## config.mk

```make
export PLATFORM = sky130hd
export DESIGN_NAME = interp_segment_select
export DESIGN_NICKNAME = d
export VERILOG_FILES = /design/src/rtl/interp_pkg.sv /design/src/rtl/interp_sample_table.sv /design/src/rtl/interp_segment_select.sv
export SDC_FILE = /design/constraint.sdc
export NUM_CORES = 1
export LEC_CHECK = 0
export BUFFER_PORTS_ARGS = -buffer_cell sky130_fd_sc_hd__buf_2
export CAP_MARGIN = 20
export CELL_PAD_IN_SITES_DETAIL_PLACEMENT = 1
export CELL_PAD_IN_SITES_GLOBAL_PLACEMENT = 1
export CORE_UTILIZATION = 46
export CTS_BUF_LIST = sky130_fd_sc_hd__clkbuf_4 sky130_fd_sc_hd__clkbuf_8
export CTS_CLUSTER_DIAMETER = 30
export DETAILED_ROUTE_END_ITERATION = 6
export PLACE_DENSITY_LB_ADDON = 0.1
export SYNTH_ARGS = -nofsm -noshare
export SYNTH_HDL_FRONTEND = slang
export SYNTH_SLANG_ARGS = --single-unit
```

## constraint.sdc

```tcl
create_clock -name clk -period 10.33 [get_ports clk]
set_clock_uncertainty 0.05 [all_clocks]
set_input_delay 2.066 -clock clk [delete_from_list [all_inputs] [get_ports clk]]
set_output_delay 2.066 -clock clk [all_outputs]
set_load 0.005 [all_outputs]
```

## src/rtl/interp_pkg.sv

```systemverilog
// interp_pkg: shared definitions for the interpolator segment selector.
//   FRAC_BITS : number of fraction bits in the signed fixed-point samples.
//   WIDTH_DEF : default sample width.
//   state_e   : controller states (IDLE, SCAN, LAUNCH, SETTLE, WAIT, DONE).
//   sample_t  : signed sample of the default width.
package interp_pkg;

  localparam int FRAC_BITS = 7;
  localparam int WIDTH_DEF = 16;

  typedef enum logic [2:0] {
    IDLE   = 3'd0,
    SCAN   = 3'd1,
    LAUNCH = 3'd2,
    SETTLE = 3'd3,
    WAIT   = 3'd4,
    DONE   = 3'd5
  } state_e;

  typedef logic signed [WIDTH_DEF-1:0] sample_t;

endpackage

```

## src/rtl/interp_sample_table.sv

```systemverilog
// interp_sample_table: DEPTH-entry register file of (T,U) sample pairs.
// Ports:
//   clk_i              : rising-edge clock (no reset; contents survive reset).
//   wr_en_i            : write strobe (caller gates it to idle periods).
//   wr_addr_i          : write address.
//   wr_t_i / wr_u_i    : sample time / value written at wr_addr_i.
//   rd_addr_i          : read address idx; entries idx and idx+1 are read.
//   t_lo_o / u_lo_o    : T[idx] / U[idx] (combinational).
//   t_hi_o / u_hi_o    : T[idx+1] / U[idx+1] (combinational).
module interp_sample_table #(
  parameter int WIDTH = 16,
  parameter int DEPTH = 16,
  parameter int AW    = 4
) (
  input  logic             clk_i,
  input  logic             wr_en_i,
  input  logic [AW-1:0]    wr_addr_i,
  input  logic [WIDTH-1:0] wr_t_i,
  input  logic [WIDTH-1:0] wr_u_i,
  input  logic [AW-1:0]    rd_addr_i,
  output logic [WIDTH-1:0] t_lo_o,
  output logic [WIDTH-1:0] u_lo_o,
  output logic [WIDTH-1:0] t_hi_o,
  output logic [WIDTH-1:0] u_hi_o
);

  logic [WIDTH-1:0] t_mem [DEPTH];
  logic [WIDTH-1:0] u_mem [DEPTH];
  logic [AW-1:0]    rd_addr_nx;

  always_ff @(posedge clk_i) begin
    if (wr_en_i) begin
      t_mem[wr_addr_i] <= wr_t_i;
      u_mem[wr_addr_i] <= wr_u_i;
    end
  end

  // idx+1 never wraps in use: the scanner stops at idx == len-2.
  assign rd_addr_nx = rd_addr_i + AW'(1);

  assign t_lo_o = t_mem[rd_addr_i];
  assign u_lo_o = u_mem[rd_addr_i];
  assign t_hi_o = t_mem[rd_addr_nx];
  assign u_hi_o = u_mem[rd_addr_nx];

endmodule

```

## src/rtl/interp_segment_select.sv

```systemverilog
// interp_segment_select: finds the table segment bracketing a query time Tk,
// feeds it to the interpolateALU and returns the ALU result to the caller.
// Optional feature macro: INTERP_SEG_EXTRAP_EN. When defined, an out-of-range
// Tk still launches the ALU on the end segment (linear extrapolation);
// otherwise it finishes immediately with err_out=1.
// Ports:
//   clk, rst            : clock, synchronous active-high reset.
//   wr_en/wr_addr/wr_t/wr_u : table write port, honoured only when idle.
//   tbl_len, start, Tk  : query request; tbl_len and Tk latched on accept.
//   busy, done          : busy while a query is in flight; done one-cycle pulse.
//   Uk_out, err_out, range_err : results, updated together with done.
//   alu_Tk..alu_Uz, alu_start : operands and start pulse to the ALU.
//   alu_Uk, alu_error, alu_ready : ALU result interface.
//   state_dbg           : current controller state (state_e encoding).
// Handshake: alu_start is high for exactly one cycle (LAUNCH) with operands
// valid; operands stay stable until the result is taken. alu_ready is only
// sampled in WAIT, one full cycle after alu_start, so a level left high by
// a previous operation cannot be mistaken for the new result.
module interp_segment_select
  import interp_pkg::*;
#(
  parameter int WIDTH = 16,
  parameter int DEPTH = 16,
  parameter int AW    = $clog2(DEPTH)
) (
  input  logic             clk,
  input  logic             rst,
  input  logic             wr_en,
  input  logic [AW-1:0]    wr_addr,
  input  logic [WIDTH-1:0] wr_t,
  input  logic [WIDTH-1:0] wr_u,
  input  logic [AW:0]      tbl_len,
  input  logic             start,
  input  logic [WIDTH-1:0] Tk,
  output logic             busy,
  output logic             done,
  output logic [WIDTH-1:0] Uk_out,
  output logic             err_out,
  output logic             range_err,
  output logic [WIDTH-1:0] alu_Tk,
  output logic [WIDTH-1:0] alu_Tn,
  output logic [WIDTH-1:0] alu_Tz,
  output logic [WIDTH-1:0] alu_Un,
  output logic [WIDTH-1:0] alu_Uz,
  output logic             alu_start,
  input  logic [WIDTH-1:0] alu_Uk,
  input  logic             alu_error,
  input  logic             alu_ready,
  output logic [2:0]       state_dbg
);

  state_e                  state_q, state_d;
  logic [AW-1:0]           idx_q, idx_d;
  logic [AW:0]             len_q, len_d;
  logic signed [WIDTH-1:0] tk_q, tk_d;
  logic                    oor_q, oor_d;
  logic [WIDTH-1:0]        uk_q, uk_d;
  logic                    err_q, err_d;
  logic                    rng_q, rng_d;
  logic [WIDTH-1:0]        a_tk_q, a_tk_d, a_tn_q, a_tn_d, a_tz_q, a_tz_d;
  logic [WIDTH-1:0]        a_un_q, a_un_d, a_uz_q, a_uz_d;

  logic signed [WIDTH-1:0] t_lo, t_hi;
  logic [WIDTH-1:0]        u_lo, u_hi;
  logic                    last, oor, go_launch;

  interp_sample_table #(.WIDTH(WIDTH), .DEPTH(DEPTH), .AW(AW)) u_table (
    .clk_i     (clk),
    .wr_en_i   (wr_en && (state_q == IDLE)),
    .wr_addr_i (wr_addr),
    .wr_t_i    (wr_t),
    .wr_u_i    (wr_u),
    .rd_addr_i (idx_q),
    .t_lo_o    (t_lo),
    .u_lo_o    (u_lo),
    .t_hi_o    (t_hi),
    .u_hi_o    (u_hi)
  );

  // Last segment reached; len >= 2 is guaranteed whenever SCAN is active.
  assign last = ({1'b0, idx_q} == (len_q - (AW+1)'(2)));
  // Below range can only be seen at idx 0 (scan exits there immediately);
  // above range can only be seen on the last segment.
  assign oor  = ((idx_q == '0) && (tk_q < t_lo)) || (last && (tk_q > t_hi));

  always_comb begin
    state_d   = state_q;
    idx_d     = idx_q;
    len_d     = len_q;
    tk_d      = tk_q;
    oor_d     = oor_q;
    uk_d      = uk_q;
    err_d     = err_q;
    rng_d     = rng_q;
    a_tk_d    = a_tk_q;
    a_tn_d    = a_tn_q;
    a_tz_d    = a_tz_q;
    a_un_d    = a_un_q;
    a_uz_d    = a_uz_q;
    go_launch = 1'b0;
    case (state_q)
      IDLE: begin
        if (start) begin
          tk_d  = Tk;
          len_d = tbl_len;
          idx_d = '0;
          if (tbl_len < (AW+1)'(2)) begin
            state_d = DONE;
            uk_d    = '0;
            err_d   = 1'b1;
            rng_d   = 1'b0;
          end else begin
            state_d = SCAN;
          end
        end
      end
      SCAN: begin
        // An exact hit on T[idx+1] advances, so the segment found has Tn == Tk.
        if ((tk_q < t_hi) || last) begin
          oor_d = oor;
`ifdef INTERP_SEG_EXTRAP_EN
          go_launch = 1'b1;
`else
          if (oor) begin
            state_d = DONE;
            uk_d    = '0;
            err_d   = 1'b1;
            rng_d   = 1'b1;
          end else begin
            go_launch = 1'b1;
          end
`endif
        end else begin
          idx_d = idx_q + AW'(1);
        end
      end
      LAUNCH: state_d = SETTLE;
      SETTLE: state_d = WAIT;
      WAIT: begin
        if (alu_ready) begin
          state_d = DONE;
          uk_d    = alu_Uk;
          err_d   = alu_error;
          rng_d   = oor_q;
        end
      end
      DONE:    state_d = IDLE;
      default: state_d = IDLE;
    endcase
    if (go_launch) begin
      state_d = LAUNCH;
      a_tk_d  = tk_q;
      a_tn_d  = t_lo;
      a_tz_d  = t_hi;
      a_un_d  = u_lo;
      a_uz_d  = u_hi;
    end
  end

  always_ff @(posedge clk) begin
    if (rst) begin
      state_q <= IDLE;
      idx_q   <= '0;
      len_q   <= '0;
      tk_q    <= '0;
      oor_q   <= 1'b0;
      uk_q    <= '0;
      err_q   <= 1'b0;
      rng_q   <= 1'b0;
      a_tk_q  <= '0;
      a_tn_q  <= '0;
      a_tz_q  <= '0;
      a_un_q  <= '0;
      a_uz_q  <= '0;
    end else begin
      state_q <= state_d;
      idx_q   <= idx_d;
      len_q   <= len_d;
      tk_q    <= tk_d;
      oor_q   <= oor_d;
      uk_q    <= uk_d;
      err_q   <= err_d;
      rng_q   <= rng_d;
      a_tk_q  <= a_tk_d;
      a_tn_q  <= a_tn_d;
      a_tz_q  <= a_tz_d;
      a_un_q  <= a_un_d;
      a_uz_q  <= a_uz_d;
    end
  end

  assign busy      = (state_q != IDLE) && (state_q != DONE);
  assign done      = (state_q == DONE);
  assign alu_start = (state_q == LAUNCH);
  assign Uk_out    = uk_q;
  assign err_out   = err_q;
  assign range_err = rng_q;
  assign alu_Tk    = a_tk_q;
  assign alu_Tn    = a_tn_q;
  assign alu_Tz    = a_tz_q;
  assign alu_Un    = a_un_q;
  assign alu_Uz    = a_uz_q;
  assign state_dbg = state_q;

endmodule

```

---- After elaboration in Yosys (flattened, before gate mapping) ----
Memories as Yosys holds them, arrays and structs flattened. A register that Yosys moved wholly into a read port is not among the register bits.
Cells that the tools add are included.
cells by class
  add/subtract/negate cells ............... 2
  magnitude comparators ................... 4
  eq/ne operators ......................... 17
  mux-type cells .......................... 33
  reductions and logical operators ........ 18
operator list
  operator                                                    count
  2-to-1 mux 16 bit                                           5
  case mux 16 bit (3 select lines)                            1
  less-than comparator 16 bit                                 2
  > comparator 16 bit                                         1
  2-to-1 mux 4 bit                                            4
  2-to-1 mux 3 bit                                            5
  != test 3 bit, second input constant                        5
  case mux 3 bit (5 select lines)                             1
  2-to-1 mux 1 bit                                            13
  != test 2 bit, second input constant                        5
  case mux 4 bit (2 select lines)                             1
  AND reduction 4 bit                                         2
  == test 3 x 2 -> 1 bit, second input constant               2
  == test 3 bit, second input constant                        2
  case mux 1 bit (3 select lines)                             2
  AND reduction 6 bit                                         1
  nonzero test 3 bit                                          2
  == test 4 x 5 -> 1 bit                                      1
  less-than comparator 5 x 2 -> 1 bit, second input constant  1
  subtractor 5 x 2 -> 5 bit, second input constant            1
  adder 4 x 1 -> 4 bit, second input constant                 1
  logical AND 1 bit                                           4
  logical NOT 4 bit                                           1
  AND reduction 2 bit                                         2
  other kinds (8)                                             9
storage, ports and cells
  register bits after elaboration ......... 95
  RAM bits ................................ 512
  output and inout port bits .............. 104
  logic and storage cells ................. 88
  memories ................................ 2
memories
  name           words  width  read ports  clocked after Yosys merged registers in  write ports  line                       RTL
  u_table.t_mem  16     16     2           1                                        1            interp_sample_table.sv:27  logic [WIDTH-1:0] t_mem [DEPTH];
  u_table.u_mem  16     16     2           2                                        1            interp_sample_table.sv:28  logic [WIDTH-1:0] u_mem [DEPTH];

---- Logic depth before layout (Yosys ltp) ----
An unclocked memory read counts as a cell.
  depth after elaboration ................. 10
  mapped depth ............................ 24
  depth with buffers taken out ............ 14

---- Hierarchy ----
From an unflattened synthesis, not the netlist that was laid out.
second synthesis, totals
  cell total of the unflattened synthesis .. 1913
  area, all modules ....................... 29975.0 um^2
by module, submodules not included
  module                 times used  cells each  area an instance (um^2)
  interp_sample_table    1           1157        23233.5
  interp_segment_select  1           756         6741.5

---- Least setup slack after synthesis ----
Ideal clock, no wire load.
  path type ............................... register -> register
  start point ............................. register idx_q[0]
  end point ............................... register uk_q[10] (netlist: Uk_out[10])
  data arrival time ....................... 5198 ps
  slack ................................... 5011 ps
  cell stages (with the launch flop) ...... 25
  buffers on the path ..................... 10
  clock period less this slack ............ 5319 ps
  cells stage by stage .................... dfxtp_1 > clkbuf_1 > buf_2 > buf_2 > buf_2 > inv_1 > ha_1 > buf_2 > clkbuf_1 > clkbuf_1 > mux4_2 > nand2_1 > nand2_1 > o21ai_0 > ha_1 > nand4_1 > nor3_1 > o211ai_1 > a31oi_1 > a22o_1 > buf_6 > and2_4 > buf_6 > buf_8 > mux2i_1
on the way
  longest elaborated chain between the ends .. 7
  elaborated cells between the ends (all ways) .. 13
ends and longest elaborated chain
  item                               line                          RTL
  start, declared                    interp_segment_select.sv:53   logic [AW-1:0] idx_q, idx_d;
  start signal, assigned             interp_segment_select.sv:177  idx_q <= idx_d;
  adder 4 x 1 -> 4 bit               interp_sample_table.sv:39     assign rd_addr_nx = rd_addr_i + AW'(1);
  memory read (16 x 16 bit)          --
  > comparator 16 bit                interp_segment_select.sv:84   assign oor = ((idx_q == '0) && (tk_q < t_lo)) || (last && (tk_q > t_hi));
  logical AND 1 bit                  interp_segment_select.sv:84
  logical OR 1 bit                   interp_segment_select.sv:84
  != test 2 bit (no line)            --
  AND reduction 6 bit (no line) (*)  --
  end signal, assigned               interp_segment_select.sv:181  uk_q <= uk_d;
  end, declared                      interp_segment_select.sv:57   logic [WIDTH-1:0] uk_q, uk_d;
Every way passes the cells marked *; elsewhere a longest branch is shown, timed or not.
A chain may end at the register's enable or synchronous reset.

---- Worst setup path after layout ----
  start point ............................. register idx_q[1]
  end point ............................... register a_un_q[12] (netlist: alu_Un[12]), read port of u_table.u_mem
on the way
  longest elaborated chain between the ends .. 8
  elaborated cells between the ends (all ways) .. 13
ends and longest elaborated chain
  item                       line                          RTL
  adder 4 x 1 -> 4 bit       interp_sample_table.sv:39
  memory read (16 x 16 bit)  --
  > comparator 16 bit        interp_segment_select.sv:84
  logical AND 1 bit          interp_segment_select.sv:84
  logical OR 1 bit           interp_segment_select.sv:84
  2-to-1 mux 1 bit           interp_segment_select.sv:124  if (oor) begin
  2-to-1 mux 1 bit           interp_segment_select.sv:119  if ((tk_q < t_hi) || last) begin
  2-to-1 mux 1 bit           interp_segment_select.sv:101  case (state_q)
  end, declared              interp_segment_select.sv:61   logic [WIDTH-1:0] a_un_q, a_un_d, a_uz_q, a_uz_d;
Parallel ways exist; a longest one is shown, timed or not.

==> flow_metrics.env <==
export IMPL_grt_total_usage_pct=27.1
export IMPL_num_vias=18100
export IMPL_leakagePower_nw=11.3
export IMPL_synthCells=1763
export IMPL_fmax_ghz=0.144
export IMPL_start_util_pct=46.8
export IMPL_run_status="completed"
export IMPL_antenna_found_initial=11
export IMPL_final_util_pct=54.8
export IMPL_worstSetupStartpointType="flop"
export IMPL_wl_per_cell_um=28.8
export IMPL_chipHeight_um=254
export IMPL_worst_slew_margin_rel_pct=26.8
export IMPL_hold_violations=0
export IMPL_cts_resized=0
export IMPL_fp_dieW_um=254
export IMPL_cts_hold_repair_buffers=0
export IMPL_seq_power_share_pct=37.3
export IMPL_layout_commonest_cell="sky130_fd_sc_hd__edfxtp_1"
export IMPL_port_buffers=182
export IMPL_final_cells=2948
export IMPL_sequential_cell_area_mm2=0.0180
export IMPL_area_growth_pct=17.0
export IMPL_cp_slowest_cell="sky130_fd_sc_hd__and2_2"
export IMPL_post_synth_instance_area_mm2=0.0291
export IMPL_setup_viol=0
export IMPL_clk_root_buffer_cell="sky130_fd_sc_hd__clkbuf_8"
export IMPL_cpPeakStageDelay_ns=0.87
export IMPL_io_pin_count=183
export IMPL_worst_hold_path_class="reg2reg"
export IMPL_postSynth_topFlopCell="sky130_fd_sc_hd__edfxtp_1"
export IMPL_crit_family="compound AO/OA/AOI/OAI gates"
export IMPL_setup_tns_final_ns=0
export IMPL_design_final_nets=2105
export IMPL_power_frac_clock_pct=36.0
export IMPL_dr_max_layer_used="met5"
export IMPL_std_cell_rows=91
export IMPL_met3WireLength_mm=7.59
export IMPL_worstSkewPairLatency_ns=0.78
export IMPL_pre_cts_ws_ns=3.48
export IMPL_cell_count_after_placement=2683
export IMPL_crit_top_cell="sky130_fd_sc_hd__nand2_1"
export IMPL_syn_avg_cell_area_um2=16.5
export IMPL_netSwitchingFraction_pct=31.8
export IMPL_fraction_of_layout_cells_with_a_size_suffix_above_1_pct=37.9
export IMPL_multi_input_comb_area_mm2=0.0106
export IMPL_post_route_worst_setup_slack_ns=3.38
export IMPL_intPower_mw=5.68
export IMPL_drt_pre_antenna_iters=5
export IMPL_crit_arrival_ns=7.59
export IMPL_postCtsSetupBuffers=0
export IMPL_design_die_area_mm2=0.0643
export IMPL_synth_sequential_area_ratio_pct=61.8
export IMPL_hpwl_after_detailed_placement_mm=51.4
export IMPL_route_antenna_remaining_nets=0
export IMPL_synth_edff_count=512
export IMPL_power_frac_comb_pct=26.7
export IMPL_ir_drop_uv=146
export IMPL_cts_inserted_buffers=144
export IMPL_synth_warnings=0
export IMPL_route_detailed_vias_per_inst=6.15
export IMPL_max_clock_path_buffers=3
export IMPL_grt_max_degree=135
export IMPL_final_max_slew_viol_count=0
export IMPL_detailroute_wirelength_met2_mm=40.5
export IMPL_grt_overflow_total=0
export IMPL_p_sw_mw=2.65
export IMPL_timing_critical_path_required_ns=10.97
export IMPL_synth_cell_types=49
export IMPL_clock_sinks=643
export IMPL_cts_clk_slew_worst_paths_ns=0.06
export IMPL_worst_slew_pin_transition_ns=1.09
export IMPL_crit_path_cell_trace="inv_1 > ha_4 > buf_4 > mux4_2 > nand2_1 > nand2_1 > o21ai_0 > ha_1 > nand2_1 > o22ai_1 > a31oi_1 > and2_2 > buf_4 > o21ai_0 > a21oi_1"
export IMPL_dr_first_iter_drc_count=1657
export IMPL_drt_wl_total_mm=85.0
export IMPL_rsz0062_at_grt="no"
export IMPL_gp_routability_congestion=0.791
export IMPL_worst_setup_ep_type="flop"
export IMPL_wl_met1_mm=35.2
export IMPL_design_area_mm2=0.0341
export IMPL_num_fill_cells=5887
export IMPL_max_cap_viol_count=0
export IMPL_fp_coreArea_mm2=0.0622
export IMPL_most_common_layout_cells="sky130_fd_sc_hd__edfxtp_1, sky130_fd_sc_hd__mux4_2, sky130_fd_sc_hd__buf_2"
export IMPL_worstPathMaxFanout=50
export IMPL_htree_levels=4
export IMPL_synth_seq_cells=643
export IMPL_drc_errors=0
export IMPL_post_route_period_util_pct=67.2
export IMPL_power_density_mw_per_mm2=245
export IMPL_crit_buf_inv=3
export IMPL_grt_pass1_wl_mm=124
export IMPL_syn_nets=1876
export IMPL_async_reset_ff_share_pct=0
export IMPL_tritoncts="yes"
export IMPL_min_period_ns=6.95
export IMPL_crit_type="reg2reg"
export IMPL_place_area_mm2=0.0310
export IMPL_first_global_vias=19000
## cells by family after synthesis
kind of cell	after synthesis	share of synthesized area (%)
xor gates and xnor gates	6	0.181
adders and majority gates	34	1.46
and+or+nand+nor	346	5.37
DFF	643	61.8
muxes	325	24.3
buffers and inverters	165	2.34
AOI/OAI and AO/OA	244	4.57
## layer usage
metal	vias up	GRT usage, %
li1	7647	-
met1	9489	36.9
met2	847	42.0
met3	150	8.14
met4	10	8.16
met5	-	0
## worst paths after layout
path,startpoint,to,slack (ns),cells after the start
setup reg to reg,idx_q[1],alu_Un[12],3.38,15
setup / recovery,idx_q[1],alu_Un[12],3.38,15
hold / removal,Uk_out[1],Uk_out[1],0.41,2
hold reg to reg,Uk_out[1],Uk_out[1],0.41,2
## synthesized netlist by cell type (22+ instances only)
master	n	share of area (%)
sky130_fd_sc_hd__a21oi_1	101	1.7
sky130_fd_sc_hd__buf_1	26	0.34
sky130_fd_sc_hd__buf_2	22	0.38
sky130_fd_sc_hd__clkbuf_1	86	1.1
sky130_fd_sc_hd__dfxtp_1	131	9.0
sky130_fd_sc_hd__edfxtp_1	512	53
sky130_fd_sc_hd__ha_1	34	1.5
sky130_fd_sc_hd__inv_1	26	0.34
sky130_fd_sc_hd__mux4_2	303	23
sky130_fd_sc_hd__nand2_1	162	2.1
sky130_fd_sc_hd__nand3_1	88	1.5
sky130_fd_sc_hd__nor2_1	28	0.36
sky130_fd_sc_hd__o21ai_0	102	1.8
## worst register-to-register path: cells and delay by family, from the launching register on
kind	cells	cell delay, ns
adder cells (fa/ha/maj)	2	0.96
AND/OR/NAND/NOR	4	1.14
multiplexers	1	0.48
flip-flops	1	0.81
buffers and inverters	3	1.44
AO/OA/AOI/OAI	5	2.01
## power by group through the flow
stage	clock network [mW]	registers (mW)	logic, mW
floorplan	0	3.07	1.61
global placement	0	3.15	2.20
detailed placement	0	3.16	2.24
CTS	3.06	3.11	2.24
global route	3.16	3.12	2.42
finish	3.00	3.11	2.22
## state kept, by name, summed over array words and instances, names as in the netlist, 3 cells and up, named ones only
register       count
u_table.t_mem    256
u_table.u_mem    256
Uk_out            16
alu_Tk            16
alu_Tn            16
alu_Tz            16
alu_Un            16
alu_Uz            16
tk_q              16
len_q              5
idx_q              4
state_dbg          3
## cell type report
cell class,count,share of cell area (%)
antenna,4,0.0294
clock buffer,176,6.60
clock inverter,85,2.46
inverter,26,0.287
multi-input combinational,955,31.1
sequential,643,52.9
tap,837,3.07
timing repair buffer,222,3.60
## metrics by stage
stage | total power, mW | hold slack (ns)
2_1_floorplan | 4.68 | 0.398
3_3_place_gp | 5.35 | 0.389
3_5_place_dp | 5.39 | 0.402
4_1_cts | 8.41 | 0.409
5_1_grt | 8.71 | 0.424
6_report | 8.33 | 0.406
(Power assumes the default switching activity.)
